[src/rtl/jedro_1_defines.sv]
// Shared encodings for the jedro_1 RV32I core: opcodes, funct fields and ALU operations.
package jedro_1_defines;

   localparam int REG_ADDR_W = 5;

   localparam logic [6:0] OPC_OP_IMM = 7'b0010011;
   localparam logic [6:0] OPC_OP     = 7'b0110011;
   localparam logic [6:0] OPC_LUI    = 7'b0110111;
   localparam logic [6:0] OPC_AUIPC  = 7'b0010111;

   localparam logic [2:0] F3_ADD_SUB = 3'b000;
   localparam logic [2:0] F3_SLL     = 3'b001;
   localparam logic [2:0] F3_SLT     = 3'b010;
   localparam logic [2:0] F3_SLTU    = 3'b011;
   localparam logic [2:0] F3_XOR     = 3'b100;
   localparam logic [2:0] F3_SRL_SRA = 3'b101;
   localparam logic [2:0] F3_OR      = 3'b110;
   localparam logic [2:0] F3_AND     = 3'b111;

   localparam logic [6:0] F7_BASE = 7'b0000000;
   localparam logic [6:0] F7_ALT  = 7'b0100000;

   typedef enum logic [3:0] {
      ALU_ADD,
      ALU_SUB,
      ALU_SLL,
      ALU_SLT,
      ALU_SLTU,
      ALU_XOR,
      ALU_SRL,
      ALU_SRA,
      ALU_OR,
      ALU_AND
   } alu_op_e;

endpackage

[src/rtl/jedro_1_regfile.sv]
// 32x32 integer register file: two combinational read ports, one synchronous write port, x0 hardwired to zero.
module jedro_1_regfile
   import jedro_1_defines::*;
(
   input  logic                  clk_i,
   input  logic                  rstn_i,
   input  logic [REG_ADDR_W-1:0] rs1_addr_i,
   input  logic [REG_ADDR_W-1:0] rs2_addr_i,
   output logic [31:0]           rs1_data_o,
   output logic [31:0]           rs2_data_o,
   input  logic                  we_i,
   input  logic [REG_ADDR_W-1:0] rd_addr_i,
   input  logic [31:0]           rd_data_i
);

   logic [31:0] regfile [31:0];

   // NOTE: the whole array is reset because software may read any register before writing it;
   // this forces flops rather than a RAM macro, which is acceptable at 32 entries.
   always_ff @(posedge clk_i or negedge rstn_i) begin
      if (!rstn_i) begin
         for (int i = 0; i < 32; i++) regfile[i] <= '0;
      end else if (we_i && (rd_addr_i != '0)) begin
         regfile[rd_addr_i] <= rd_data_i;
      end
   end

   assign rs1_data_o = (rs1_addr_i == '0) ? '0 : regfile[rs1_addr_i];
   assign rs2_data_o = (rs2_addr_i == '0) ? '0 : regfile[rs2_addr_i];

endmodule

[src/rtl/jedro_1_core_top.sv]
// Minimal two-stage RV32I core: fetch from a synchronous ROM, decode/execute/writeback in the next cycle.
module jedro_1_core_top
   import jedro_1_defines::*;
#(
   parameter int                    DATA_WIDTH = 32,
   parameter int                    ADDR_WIDTH = 32,
   parameter logic [ADDR_WIDTH-1:0] BOOT_ADDR  = 32'h0000_0000
)(
   input  logic                  clk_i,
   input  logic                  rstn_i,
   output logic [ADDR_WIDTH-1:0] instr_mem_addr_o,
   input  logic [DATA_WIDTH-1:0] instr_mem_rdata_i,
   output logic [ADDR_WIDTH-1:0] data_mem_addr_o,
   output logic [DATA_WIDTH-1:0] data_mem_wdata_o,
   output logic [3:0]            data_mem_we_o,
   input  logic [DATA_WIDTH-1:0] data_mem_rdata_i
);

   logic [ADDR_WIDTH-1:0] pc;
   logic [ADDR_WIDTH-1:0] exec_pc;
   logic                  instr_valid;

   // NOTE: sequential state uses non-blocking assignments so every flop samples pre-edge values.
   always_ff @(posedge clk_i or negedge rstn_i) begin
      if (!rstn_i) begin
         pc          <= BOOT_ADDR;
         exec_pc     <= BOOT_ADDR;
         instr_valid <= 1'b0;
      end else begin
         exec_pc     <= pc;
         pc          <= pc + ADDR_WIDTH'(4);
         instr_valid <= 1'b1;
      end
   end

   assign instr_mem_addr_o = pc;

   // The word on instr_mem_rdata_i was fetched from exec_pc one cycle earlier.
   logic [31:0]           instr;
   logic [6:0]            opcode;
   logic [2:0]            funct3;
   logic [6:0]            funct7;
   logic [REG_ADDR_W-1:0] rd_addr;
   logic [REG_ADDR_W-1:0] rs1_addr;
   logic [REG_ADDR_W-1:0] rs2_addr;
   logic [31:0]           imm_i;
   logic [31:0]           imm_u;
   logic [31:0]           rs1_data;
   logic [31:0]           rs2_data;

   assign instr    = instr_mem_rdata_i;
   assign opcode   = instr[6:0];
   assign rd_addr  = instr[11:7];
   assign funct3   = instr[14:12];
   assign rs1_addr = instr[19:15];
   assign rs2_addr = instr[24:20];
   assign funct7   = instr[31:25];
   assign imm_i    = {{20{instr[31]}}, instr[31:20]};
   assign imm_u    = {instr[31:12], 12'b0};

   alu_op_e     alu_op;
   logic [31:0] op_a;
   logic [31:0] op_b;
   logic        legal;

   // NOTE: every output gets a default before the case, so no path leaves a signal unassigned (no latch).
   always_comb begin
      alu_op = ALU_ADD;
      op_a   = rs1_data;
      op_b   = imm_i;
      legal  = 1'b0;
      case (opcode)
         OPC_OP_IMM: begin
            legal = 1'b1;
            case (funct3)
               F3_ADD_SUB: alu_op = ALU_ADD;
               F3_SLT:     alu_op = ALU_SLT;
               F3_SLTU:    alu_op = ALU_SLTU;
               F3_XOR:     alu_op = ALU_XOR;
               F3_OR:      alu_op = ALU_OR;
               F3_AND:     alu_op = ALU_AND;
               F3_SLL: begin
                  alu_op = ALU_SLL;
                  legal  = (funct7 == F7_BASE);
               end
               F3_SRL_SRA: begin
                  alu_op = funct7[5] ? ALU_SRA : ALU_SRL;
                  legal  = (funct7 == F7_BASE) || (funct7 == F7_ALT);
               end
               default: legal = 1'b0;
            endcase
         end
         OPC_OP: begin
            op_b  = rs2_data;
            legal = (funct7 == F7_BASE) ||
                    ((funct7 == F7_ALT) && ((funct3 == F3_ADD_SUB) || (funct3 == F3_SRL_SRA)));
            case (funct3)
               F3_ADD_SUB: alu_op = funct7[5] ? ALU_SUB : ALU_ADD;
               F3_SLL:     alu_op = ALU_SLL;
               F3_SLT:     alu_op = ALU_SLT;
               F3_SLTU:    alu_op = ALU_SLTU;
               F3_XOR:     alu_op = ALU_XOR;
               F3_SRL_SRA: alu_op = funct7[5] ? ALU_SRA : ALU_SRL;
               F3_OR:      alu_op = ALU_OR;
               F3_AND:     alu_op = ALU_AND;
               default:    alu_op = ALU_ADD;
            endcase
         end
         OPC_LUI: begin
            legal = 1'b1;
            op_a  = '0;
            op_b  = imm_u;
         end
         OPC_AUIPC: begin
            legal = 1'b1;
            op_a  = exec_pc;
            op_b  = imm_u;
         end
         default: legal = 1'b0;
      endcase
   end

   logic [31:0] alu_result;
   logic [4:0]  shamt;

   assign shamt = op_b[4:0];

   always_comb begin
      alu_result = '0;
      case (alu_op)
         ALU_ADD:  alu_result = op_a + op_b;
         ALU_SUB:  alu_result = op_a - op_b;
         ALU_SLL:  alu_result = op_a << shamt;
         ALU_SLT:  alu_result = {31'b0, $signed(op_a) < $signed(op_b)};
         ALU_SLTU: alu_result = {31'b0, op_a < op_b};
         ALU_XOR:  alu_result = op_a ^ op_b;
         ALU_SRL:  alu_result = op_a >> shamt;
         ALU_SRA:  alu_result = $unsigned($signed(op_a) >>> shamt);
         ALU_OR:   alu_result = op_a | op_b;
         ALU_AND:  alu_result = op_a & op_b;
         default:  alu_result = '0;
      endcase
   end

   jedro_1_regfile regfile_inst (
      .clk_i      (clk_i),
      .rstn_i     (rstn_i),
      .rs1_addr_i (rs1_addr),
      .rs2_addr_i (rs2_addr),
      .rs1_data_o (rs1_data),
      .rs2_data_o (rs2_data),
      .we_i       (instr_valid && legal),
      .rd_addr_i  (rd_addr),
      .rd_data_i  (alu_result)
   );

   // Data bus is wired but idle until load/store support lands.
   assign data_mem_addr_o  = '0;
   assign data_mem_wdata_o = '0;
   assign data_mem_we_o    = '0;

   logic unused_rdata;
   assign unused_rdata = ^data_mem_rdata_i;

endmodule

[config.mk]
export PLATFORM = sky130hd
export DESIGN_NAME = jedro_1_core_top
export DESIGN_NICKNAME = d
export VERILOG_FILES = /design/src/rtl/jedro_1_defines.sv /design/src/rtl/jedro_1_regfile.sv /design/src/rtl/jedro_1_core_top.sv
export SDC_FILE = /design/constraint.sdc
export NUM_CORES = 1
export LEC_CHECK = 0
export CAP_MARGIN = 20
export CORE_ASPECT_RATIO = 0.5
export CORE_MARGIN = 3
export CORE_UTILIZATION = 32
export CTS_CLUSTER_SIZE = 30
export DETAILED_ROUTE_END_ITERATION = 8
export PLACE_DENSITY_LB_ADDON = 0.2
export SLEW_MARGIN = 20
export SYNTH_ARGS = -nofsm -noshare
export SYNTH_HDL_FRONTEND = slang
export SYNTH_SLANG_ARGS = --single-unit
export TNS_END_PERCENT = 100
[constraint.sdc]
create_clock -name clk_i -period 2 [get_ports clk_i]
set_input_delay 0.3 -clock clk_i [delete_from_list [all_inputs] [get_ports clk_i]]
set_output_delay 0.3 -clock clk_i [all_outputs]
set_load 0.02 [all_outputs]
==> flow_metrics.py <==
metrics = {
    "final_layout": {
        "layout-drive-gt1-share_pct": 6.79,
        "largest_reg_flops": 30,
        "insertedDiodeCount": 0,
        "post-route-util_pct": 41.0,
        "final_nets": 288,
        "area_delta_synth_final_pct": 15.3,
    },
    "grt": {
        "antenna_found_initial": 0,
        "gr-max-usage-layer": "met2",
        "met2_usage_pct": 14.9,
        "grt_pass1_vias": 1046,
        "overflow": 0,
        "grt_max_degree": 31,
        "grt_usage_pct": 9.65,
        "grt_use_met3_pct": 3.54,
        "grtUsageMet1_pct": 11.8,
        "grt_pass1_wl_mm": 5.11,
    },
    "power": {
        "powerDensity_mw_per_mm2": 663,
        "irDropWorstVdd_v": 0.000270,
        "p_leak_nw": 1.09,
    },
    "sta": {
        "hold_violations": 0,
        "finalCritPeriodShare_pct": 85.3,
        "final-max-slew-violation-count": 0,
        "rsz0062_at_grt": "false",
        "setup-tns-final_ns": 0,
        "fmax_ghz": 0.586,
        "final-setup-viol-count": 0,
        "final.setup_skew_ns": 0.00377,
        "min_period_ns": 1.71,
    },
    "setup_path": {
        "end_kind": "output pin",
        "crit_family": "buffers and inverters",
        "slowest_delay_ns": 0.65,
        "r2r-start": "instr_mem_addr_o[4]",
        "r2r_slack_ns": 0.34,
        "cp.arrival_ns": 1.41,
        "cpMaxStageDelayCell": "clkdlybuf4s50_1",
        "crit_chain": "clkdlybuf4s50_1",
        "path_buf_inv": 1,
        "cp_max_fo": 6,
        "startpoint_type": "flip-flop",
        "r2r.worst_path.cells": 4,
        "critical_path_class": "flip-flop to output pin",
        "crit_required_ns": 1.70,
        "r2r-end": "instr_mem_addr_o[25]",
    },
    "cts": {
        "cts_tree": "built",
        "path_clk_slew_ns": 0.05,
        "cts_resized": 0,
        "cts_sinks": 30,
        "post-cts-setup-buffers": 0,
        "holdBufCountCts": 0,
        "clockBufferDepth": 2,
        "clkLatencyLatePin_ns": 0.27,
        "cts_buffers": 5,
        "root_buffer": "clkbuf_16",
        "h-tree-depth": 2,
    },
    "placed_design": {
        "io_buffers": 31,
        "gp_congestion": 0.672,
        "dp_hpwl_mm": 2.40,
    },
    "die": {
        "row_count": 18,
        "dieArea_mm2": 0.00687,
        "io_pins": 166,
        "fp.dieW_um": 114,
        "dieHeight_um": 60.1,
        "start_util_pct": 35.6,
        "coreArea_mm2": 0.00527,
    },
    "hold_path": {
        "hold_path_class": "input pin to asynchronous set/reset pin",
    },
    "yosys": {
        "ys_dominant_reg_cell": "dfrtp_1",
        "synth_seq_cells": 30,
        "synth_top_cell_area_share_pct": 40.1,
        "syn_area_per_cell_um2": 10.4,
        "syn_area_mm2": 0.00187,
        "synth-edff-count": 0,
        "yosys_warnings": 0,
        "ys_seq_area_share_pct": 40.1,
        "yosysMostFrequentCell": "buf_4",
        "yosys.area.top_type": "dfrtp_1",
        "synth_area_leaders": "dfrtp_1 40%, buf_4 28%, xnor2_1 8.9%, xor2_1 4.2%, nor4_4 3.4%",
        "synth_common_cells": "70 x buf_4, 30 x dfrtp_1, 19 x xnor2_1",
        "synthDistinctLibCells": 20,
        "synthArstFlopShare_pct": 100,
        "postSynthCellCount": 181,
    },
    "routing": {
        "viasPerCell": 3.95,
        "dr.pass1.iters": 4,
        "drt-wirelength-per-cell_um": 10.7,
        "vias": 1148,
        "drc": 0,
        "drt_iter0_drc": 28,
        "wirelength_mm": 3.12,
        "postRouteAntennaNets": 0,
    },
    "run": {
        "cap_viol_max_count": 0,
    },
    "run_status": {
        "status": "completed",
    },
}
==> logic make-up after synthesis <==
family | after synthesis | synth area share [%]
flip-flops | 30 | 40.1
AND/OR/NAND/NOR | 48 | 17.4
XOR/XNOR | 28 | 13.1
buffers and inverters | 73 | 28.6
adder cells (fa/ha/maj) | 1 | 0.667
other | 1 | 0.200
==> final cells by class <==
cell class              instances  area (um2)
repair buffers                 34         333
clock buffers                   7         133
inverters                       3        11.3
flip-flops and latches         30         751
multi-input cells             147         846
well taps                      70        87.6
fillers                       515        3110
==> through the flow <==
stage | instances | instance area [um2] | total power (W) | setup WS (ns) | hold WS [ns]
2_1_floorplan | 250 | 2130 | 0.000837 | 0.320 | 0.00441
3_3_place_gp | 284 | 2030 | 0.000748 | 0.381 | 0.464
3_5_place_dp | 284 | 2030 | 0.000747 | 0.347 | 0.476
4_1_cts | 291 | 2160 | 0.00145 | 0.274 | 0.434
5_1_grt | 291 | 2160 | 0.00149 | 0.209 | 0.474
6_report | 291 | 2160 | 0.00143 | 0.294 | 0.418
==> per-layer routing <==
metal	wire length, um	vias to the layer above
met4	66	0
met2	1360	73
met5	0	-
li1	-	532
met1	1310	535
met3	378	8
==> placed cells by master (no fill, tap or decap) <==
cell type,Yosys,final
nand4_2,1,1
conb_1,1,70
nand2_1,10,10
or2_1,1,1
nor4_4,3,3
and3_1,4,4
inv_1,3,3
clkbuf_16,0,5
nor2_1,6,6
nand3_2,1,1
ha_1,1,1
nand3_1,10,10
nand4_1,6,6
xnor2_1,19,19
dfrtp_1,30,30
xor2_1,9,9
nand4_4,1,1
clkdlybuf4s50_1,0,31
clkbuf_1,0,2
nand3_4,1,1
nor3_1,3,3
nor4_1,1,1
buf_4,70,3
==> worst max path at each step <==
| stage | start | to | slack [ns] | cells past startpoint |
|---|---|---|---|---|
| global placement | instr_mem_addr_o[4] | instr_mem_addr_o[25] | 0.38 | 4 |
| CTS | instr_mem_addr_o[9] | instr_mem_addr_o[9] | 0.27 | 1 |
| floorplan | instr_mem_addr_o[2] | instr_mem_addr_o[30] | 0.32 | 5 |
| global route | instr_mem_addr_o[4] | instr_mem_addr_o[25] | 0.21 | 4 |
| finish | instr_mem_addr_o[9] | instr_mem_addr_o[9] | 0.29 | 1 |
| detailed placement | instr_mem_addr_o[4] | instr_mem_addr_o[25] | 0.35 | 4 |
==> where the power goes <==
group	internal [W]	switching (W)	total (W)
Sequential	0.000608	0	0.000608
Clock	0.000453	0.000239	0.000691
Combinational	0.00000298	0.000129	0.000132
Power figures use the tool's default switching activity.
